--- src/rtl/fx_regbank.sv ---
// fx_regbank: device-selected register bank with shadowed config,
// commit/auto-commit, sticky W1C status and masked interrupt.
module fx_regbank #(
   parameter int          N_CFG    = 8,
   parameter logic [15:0] CFG_BASE = 16'h0080,
   parameter logic [N_CFG*8-1:0] CFG_RST = '0,
   parameter logic [7:0]  VERSION  = 8'h02
) (
   input  logic               clk_sys,
   input  logic               rst_n,
   input  logic [5:0]         dev_id,
   input  logic               fx_wr,
   input  logic [21:0]        fx_waddr,
   input  logic [7:0]         fx_data,
   input  logic               fx_rd,
   input  logic [21:0]        fx_raddr,
   output logic [7:0]         fx_q,
   input  logic               sync_in,
   input  logic [7:0]         stat_evt,
   output logic [7:0]         cfg_path_sel,
   output logic [N_CFG*8-1:0] cfg_active,
   output logic               cfg_upd,
   output logic               irq
);

   localparam logic [15:0] A_ID   = 16'h0000;
   localparam logic [15:0] A_VER  = 16'h0001;
   localparam logic [15:0] A_STAT = 16'h0010;
   localparam logic [15:0] A_MASK = 16'h0011;
   localparam logic [15:0] A_CTRL = 16'h0012;
   localparam logic [15:0] A_PATH = 16'h0020;
   localparam logic [15:0] N_CFG16 = 16'(N_CFG);

   // The config window must sit above the fixed map and fit the bank size.
   if (CFG_BASE <= A_PATH) begin : g_bad_base
      $error("fx_regbank: CFG_BASE overlaps fixed registers");
   end
   if (N_CFG < 1 || N_CFG > 32) begin : g_bad_ncfg
      $error("fx_regbank: N_CFG out of range 1..32");
   end

   logic [7:0]         fx_q_q, fx_q_d;
   logic [7:0]         path_q, path_d;
   logic [7:0]         stat_q, stat_d;
   logic [7:0]         mask_q, mask_d;
   logic               auto_q, auto_d;
   logic               pend_q, pend_d;
   logic               upd_q, upd_d;
   logic               irq_q, irq_d;
   logic [N_CFG*8-1:0] shadow_q, shadow_d;
   logic [N_CFG*8-1:0] active_q, active_d;

   logic        wr_sel, rd_sel, w_cfg, commit;
   logic [15:0] wa, ra, w_off, r_off;
   logic [7:0]  rdata, w1c;

   // Address decode and read-data mux (reads see pre-write state).
   always_comb begin
      wr_sel = fx_wr && (fx_waddr[21:16] == dev_id);
      rd_sel = fx_rd && (fx_raddr[21:16] == dev_id);
      wa     = fx_waddr[15:0];
      ra     = fx_raddr[15:0];
      w_off  = wa - CFG_BASE;
      r_off  = ra - CFG_BASE;
      w_cfg  = wr_sel && (w_off < N_CFG16);
      rdata  = 8'h00;
      case (ra)
         A_ID:    rdata = {2'b00, dev_id};
         A_VER:   rdata = VERSION;
         A_STAT:  rdata = stat_q;
         A_MASK:  rdata = mask_q;
         A_CTRL:  rdata = {6'b0, auto_q, 1'b0};
         A_PATH:  rdata = path_q;
         default: begin
            for (int k = 0; k < N_CFG; k++) begin
               if (r_off == 16'(k)) rdata = shadow_q[k*8 +: 8];
            end
         end
      endcase
      fx_q_d = rd_sel ? rdata : 8'h00;
   end

   // Next-state for registers, shadow/commit and status/interrupt.
   always_comb begin
      commit = (wr_sel && wa == A_CTRL && fx_data[0]) ||
               (sync_in && auto_q && pend_q);
      path_d   = path_q;
      mask_d   = mask_q;
      auto_d   = auto_q;
      shadow_d = shadow_q;
      active_d = commit ? shadow_q : active_q;
      upd_d    = commit;
      w1c      = (wr_sel && wa == A_STAT) ? fx_data : 8'h00;
      stat_d   = (stat_q & ~w1c) | stat_evt;
      irq_d    = |(stat_q & mask_q);
      pend_d   = w_cfg ? 1'b1 : (commit ? 1'b0 : pend_q);
      if (wr_sel && wa == A_MASK) mask_d = fx_data;
      if (wr_sel && wa == A_CTRL) auto_d = fx_data[1];
      if (wr_sel && wa == A_PATH) path_d = fx_data;
      if (w_cfg) begin
         for (int k = 0; k < N_CFG; k++) begin
            if (w_off == 16'(k)) shadow_d[k*8 +: 8] = fx_data;
         end
      end
   end

   // State registers with asynchronous active-low reset.
   always_ff @(posedge clk_sys or negedge rst_n) begin
      if (!rst_n) begin
         fx_q_q   <= 8'h00;
         path_q   <= 8'h00;
         stat_q   <= 8'h00;
         mask_q   <= 8'h00;
         auto_q   <= 1'b0;
         pend_q   <= 1'b0;
         upd_q    <= 1'b0;
         irq_q    <= 1'b0;
         shadow_q <= CFG_RST;
         active_q <= CFG_RST;
      end else begin
         fx_q_q   <= fx_q_d;
         path_q   <= path_d;
         stat_q   <= stat_d;
         mask_q   <= mask_d;
         auto_q   <= auto_d;
         pend_q   <= pend_d;
         upd_q    <= upd_d;
         irq_q    <= irq_d;
         shadow_q <= shadow_d;
         active_q <= active_d;
      end
   end

   assign fx_q         = fx_q_q;
   assign cfg_path_sel = path_q;
   assign cfg_active   = active_q;
   assign cfg_upd      = upd_q;
   assign irq          = irq_q;

endmodule

--- config.mk ---
export PLATFORM = sky130hd
export DESIGN_NAME = fx_regbank
export DESIGN_NICKNAME = d
export VERILOG_FILES = /design/src/rtl/fx_regbank.sv
export SDC_FILE = /design/constraint.sdc
export NUM_CORES = 1
export LEC_CHECK = 0
export ABC_AREA = 1
export CAP_MARGIN = 30
export CORE_AREA = 4 4 112 141
export CTS_CLUSTER_SIZE = 14
export DETAILED_ROUTE_END_ITERATION = 7
export DIE_AREA = 0 0 116 145
export PLACE_DENSITY = 0.87
export SETUP_SLACK_MARGIN = 0.2
export SLEW_MARGIN = 20
export SYNTH_ARGS = -nofsm -noshare
export SYNTH_HDL_FRONTEND = slang
export SYNTH_SLANG_ARGS = --single-unit
export TNS_END_PERCENT = 100
--- constraint.sdc ---
create_clock -name clk_sys -period 2.7 [get_ports clk_sys]
set_clock_uncertainty 0.2 [all_clocks]
set_input_delay 0.54 -clock clk_sys [delete_from_list [all_inputs] [get_ports clk_sys]]
set_output_delay 0.54 -clock clk_sys [all_outputs]
set_load 0.005 [all_outputs]
==> metrics.yaml <==
layout:
  fillerInstances: 923
  drive_above_1_share_pct: 15.8
  synthToLayoutAreaGrowth_pct: 41.6
  design.final.nets: 1316
  finalCoreUtilization_pct: 78.4
yosys:
  synth_xor_xnor_area_share_pct: 1.10
  synth_top_family_by_area: "simple AND/OR/NAND/NOR gates"
  avgSynthCellArea_sq_um: 7.96
  yosys_warnings: 0
  async_reset_ff_share_pct: 100
  synthesis.nets: 1071
  synth.area.mux_share_pct: 0
  ys_top_cells_by_area: "sky130_fd_sc_hd__dfrtp_1, sky130_fd_sc_hd__nand2_1, sky130_fd_sc_hd__o21ai_0, sky130_fd_sc_hd__inv_1, sky130_fd_sc_hd__nor2_1"
  share_of_the_synthesized_area_in_the_top_cell_type_pct: 51.7
  netlist_instances: 998
  yosys.area_share.adder_pct: 0.315
  synth-edff-count: 0
  syn-cell-area_sq_mm: 0.00794
  yosysSeqAreaShare_pct: 51.7
  synth_compound_area_share_pct: 15.5
  top_ff_cell_synth: "sky130_fd_sc_hd__dfrtp_1"
  flip_flop_and_latch_count_after_synthesis: 164
  cell_taking_the_most_area_after_synthesis: "sky130_fd_sc_hd__dfrtp_1"
  synth.lib_cells_used.distinct: 45
  fraction_of_the_mapped_netlist_area_in_simple_logic_gates_pct: 22.4
setup_path:
  worst-endpoint-arrival_ns: 2.70
  crit_path_end_kind: "flip-flop"
  cp_slowest_cell: "sky130_fd_sc_hd__clkdlybuf4s50_1"
  crit_required_ns: 2.78
  worst-setup-path-type: "input pin to flip-flop"
  cp-start-kind: "input pin"
  critPathMaxFanout: 16
  crit_chain: "clkdlybuf4s50_1, xnor2_1, nand2_1, nor3_2, o2111a_2, buf_6, nand2_2, nor2_4, buf_6, nand2_2, buf_6, nand2_1, o21ai_0"
  worst_path_largest_cell_delay_ns: 0.44
  cpMostUsedCell: "sky130_fd_sc_hd__buf_6"
run_status:
  status: "finished, final reports clean"
route:
  drcViolationCount: 0
  detail-route-antenna-nets: 0
  wirelength_microns: 26900
  wire_per_inst_microns: 18.7
  routed_via_density: 5.70
  detail_route.iter0.violations: 951
  count_of_tritonroute_iterations_in_the_first_routing_pass: 8
  vias: 8183
clock_tree:
  ctsRootBufferMaster: "sky130_fd_sc_hd__clkbuf_16"
  cts-buffers-inserted: 17
  worst_setup_hold_path_clk_slew_ns: 0.08
  cts_tree: "done"
  cts.htree.levels: 4
  worstSkewPairLatency_ns: 0.44
  cts.sinks: 164
  max-clock-path-buffers: 2
global_routing:
  grtUsageTotal_pct: 29.8
  grt_pass1_vias: 7744
  global_route_wire_length_before_repair_microns: 39200
  grt_start_max_net_pins: 69
  global_route.overflow_total: 0
  antenna_found_initial: 1
pwr:
  peakVddDrop_mv: 0.389
  power_leakage_nw: 5.45
  power.density_mw_per_mm2: 464
hold_path:
  hold_path.class: "flip-flop to flip-flop"
timing:
  final.period_utilization_pct: 96.9
  finalCriticalPeriod_ns: 2.62
  fmax_mhz: 382
  final-hold-violation-count: 0
  slew_headroom_pct: 56.0
  setup_repair_after_global_routing_missed_its_margin: "true"
  maxSlewViolCount: 0
  hold_slack_ns: 0.290
  finalSetupViolations: 0
  worst_pin_slew_ns: 0.659
flow_run:
  cap_viol_max_count: 0
floorplan:
  die_area_sq_mm: 0.0168
  die_height_microns: 145
  core_area_sq_mm: 0.0143
  start_util_pct: 55.4
  die_width_microns: 116
  num_rows: 49
  floorplan.io_pins: 153
place:
  dpl.hpwl_microns: 17600
  gp_routability_congestion: 0.956
  io_buffer_count: 152
[cell families (layout without fill, tap and decap cells)]
kind of cell	after synthesis	after routing
adder cells (fa/ha/maj)	2	2
other	0	1
buffers and inverters	184	442
flip-flops	164	164
AND/OR/NAND/NOR	413	413
AO/OA/AOI/OAI	225	225
XOR/XNOR	10	10
[cells in the final DEF (no fill, tap or decap), types with 19 or more instances in the layout]
cell	count
sky130_fd_sc_hd__a21oi_1	43
sky130_fd_sc_hd__buf_4	83
sky130_fd_sc_hd__clkbuf_16	19
sky130_fd_sc_hd__clkdlybuf4s50_1	140
sky130_fd_sc_hd__dfrtp_1	164
sky130_fd_sc_hd__inv_1	139
sky130_fd_sc_hd__nand2_1	232
sky130_fd_sc_hd__nand3_1	28
sky130_fd_sc_hd__nor2_1	90
sky130_fd_sc_hd__o21ai_0	134
[Yosys cell counts, types with 2 or more instances]
cell                       instances
sky130_fd_sc_hd__nand2_1         237
sky130_fd_sc_hd__dfrtp_1         164
sky130_fd_sc_hd__o21ai_0         144
sky130_fd_sc_hd__inv_1           142
sky130_fd_sc_hd__nor2_1           93
sky130_fd_sc_hd__a21oi_1          43
sky130_fd_sc_hd__nand3_1          32
sky130_fd_sc_hd__clkbuf_1         21
sky130_fd_sc_hd__nand4_1          14
sky130_fd_sc_hd__buf_2            13
sky130_fd_sc_hd__o22ai_1          11
sky130_fd_sc_hd__nor2_2            8
sky130_fd_sc_hd__o21bai_1          8
sky130_fd_sc_hd__o31ai_1           8
sky130_fd_sc_hd__nor3_1            6
sky130_fd_sc_hd__xor2_1            6
sky130_fd_sc_hd__inv_2             5
sky130_fd_sc_hd__nor4_1            4
sky130_fd_sc_hd__xnor2_1           4
sky130_fd_sc_hd__a21oi_2           3
sky130_fd_sc_hd__buf_4             3
sky130_fd_sc_hd__and3_1            2
sky130_fd_sc_hd__ha_1              2
sky130_fd_sc_hd__nor2_4            2
sky130_fd_sc_hd__nor3_4            2
sky130_fd_sc_hd__or2_0             2
[report_power, final]
part | internal [W] | leakage [nW] | switching, W | total [W]
Clock | 0.00125 | 0.280 | 0.00113 | 0.00238
Sequential | 0.00246 | 1.96 | 0.0000000656 | 0.00246
Combinational | 0.000176 | 3.22 | 0.000209 | 0.000385
[layout make-up]
cell class	count	area (sq um)	share of cell area (%)
timing repair buffer	263	2540	22.6
tap	178	223	1.98
multi-input combinational	650	3250	28.9
sequential	164	4100	36.5
antenna	1	2.50	0.0222
clock inverter	14	136	1.21
inverter	147	554	4.93
clock buffer	18	439	3.90
[flip-flops by register name, summed over array words and instances, names as in the netlist]
register	cells
fx_q	8
cfg_upd	1
irq	1
auto_q	1
pend_q	1
stat_q	8
cfg_active	64
mask_q	8
shadow_q	64
cfg_path_sel	8
[stage by stage]
step	setup slack, ns	std cells	power, W	cell area, sq um	TNS [ns]
final	0.0841	1435	0.00522	11300	0
after detailed placement	-0.424	1388	0.00287	10300	-22.87
after CTS	0.226	1422	0.00519	10900	0
after floorplan	0.224	998	0.00260	7950	0
after global routing	0.00130	1435	0.00535	11300	0
after global placement	-0.369	1388	0.00286	10300	-12.58
[layer usage]
layer  track usage (%)  vias to the layer above  routed length [microns]  share of wire [%]
met5                 0                        -                        0                  0
met3              4.75                      109                     2360                8.8
li1                  -                     3697                        -                  -
met4              12.5                        0                     1350                5.0
met2              49.9                      538                    13300                 49
met1              38.1                     3839                     9900                 37
[final timing paths]
check	startpoint	endpoint	slack, ns	depth (start not counted)
worst min-delay path	mask_q[2]	mask_q[2]	0.29	2
worst max-delay path	fx_waddr[17]	shadow_q[55]	0.08	13
max in group asynchronous	rst_n	cfg_active[40]	1.16	3
worst min register to register	mask_q[2]	mask_q[2]	0.29	2
min in group asynchronous	rst_n	cfg_active[2]	0.47	2
worst max register to register	auto_q	cfg_active[16]	1.15	5
[worst max-delay path: cells and delay by family]
kind	cells	cell delay, ns
buffers and inverters	4	0.85
and+or+nand+nor	6	0.68
AOI/OAI and AO/OA	2	0.38
xor gates and xnor gates	1	0.23
[timing repair]
action	CTS	global route
setup endpoints to repair	9	137
resized for setup	4	72
pin swaps	2	14
gates cloned	0	8
hold buffers	1	0
buffers inserted	1	4
endpoints found under the hold margin	65	0
Power figures use the tool's default switching activity.
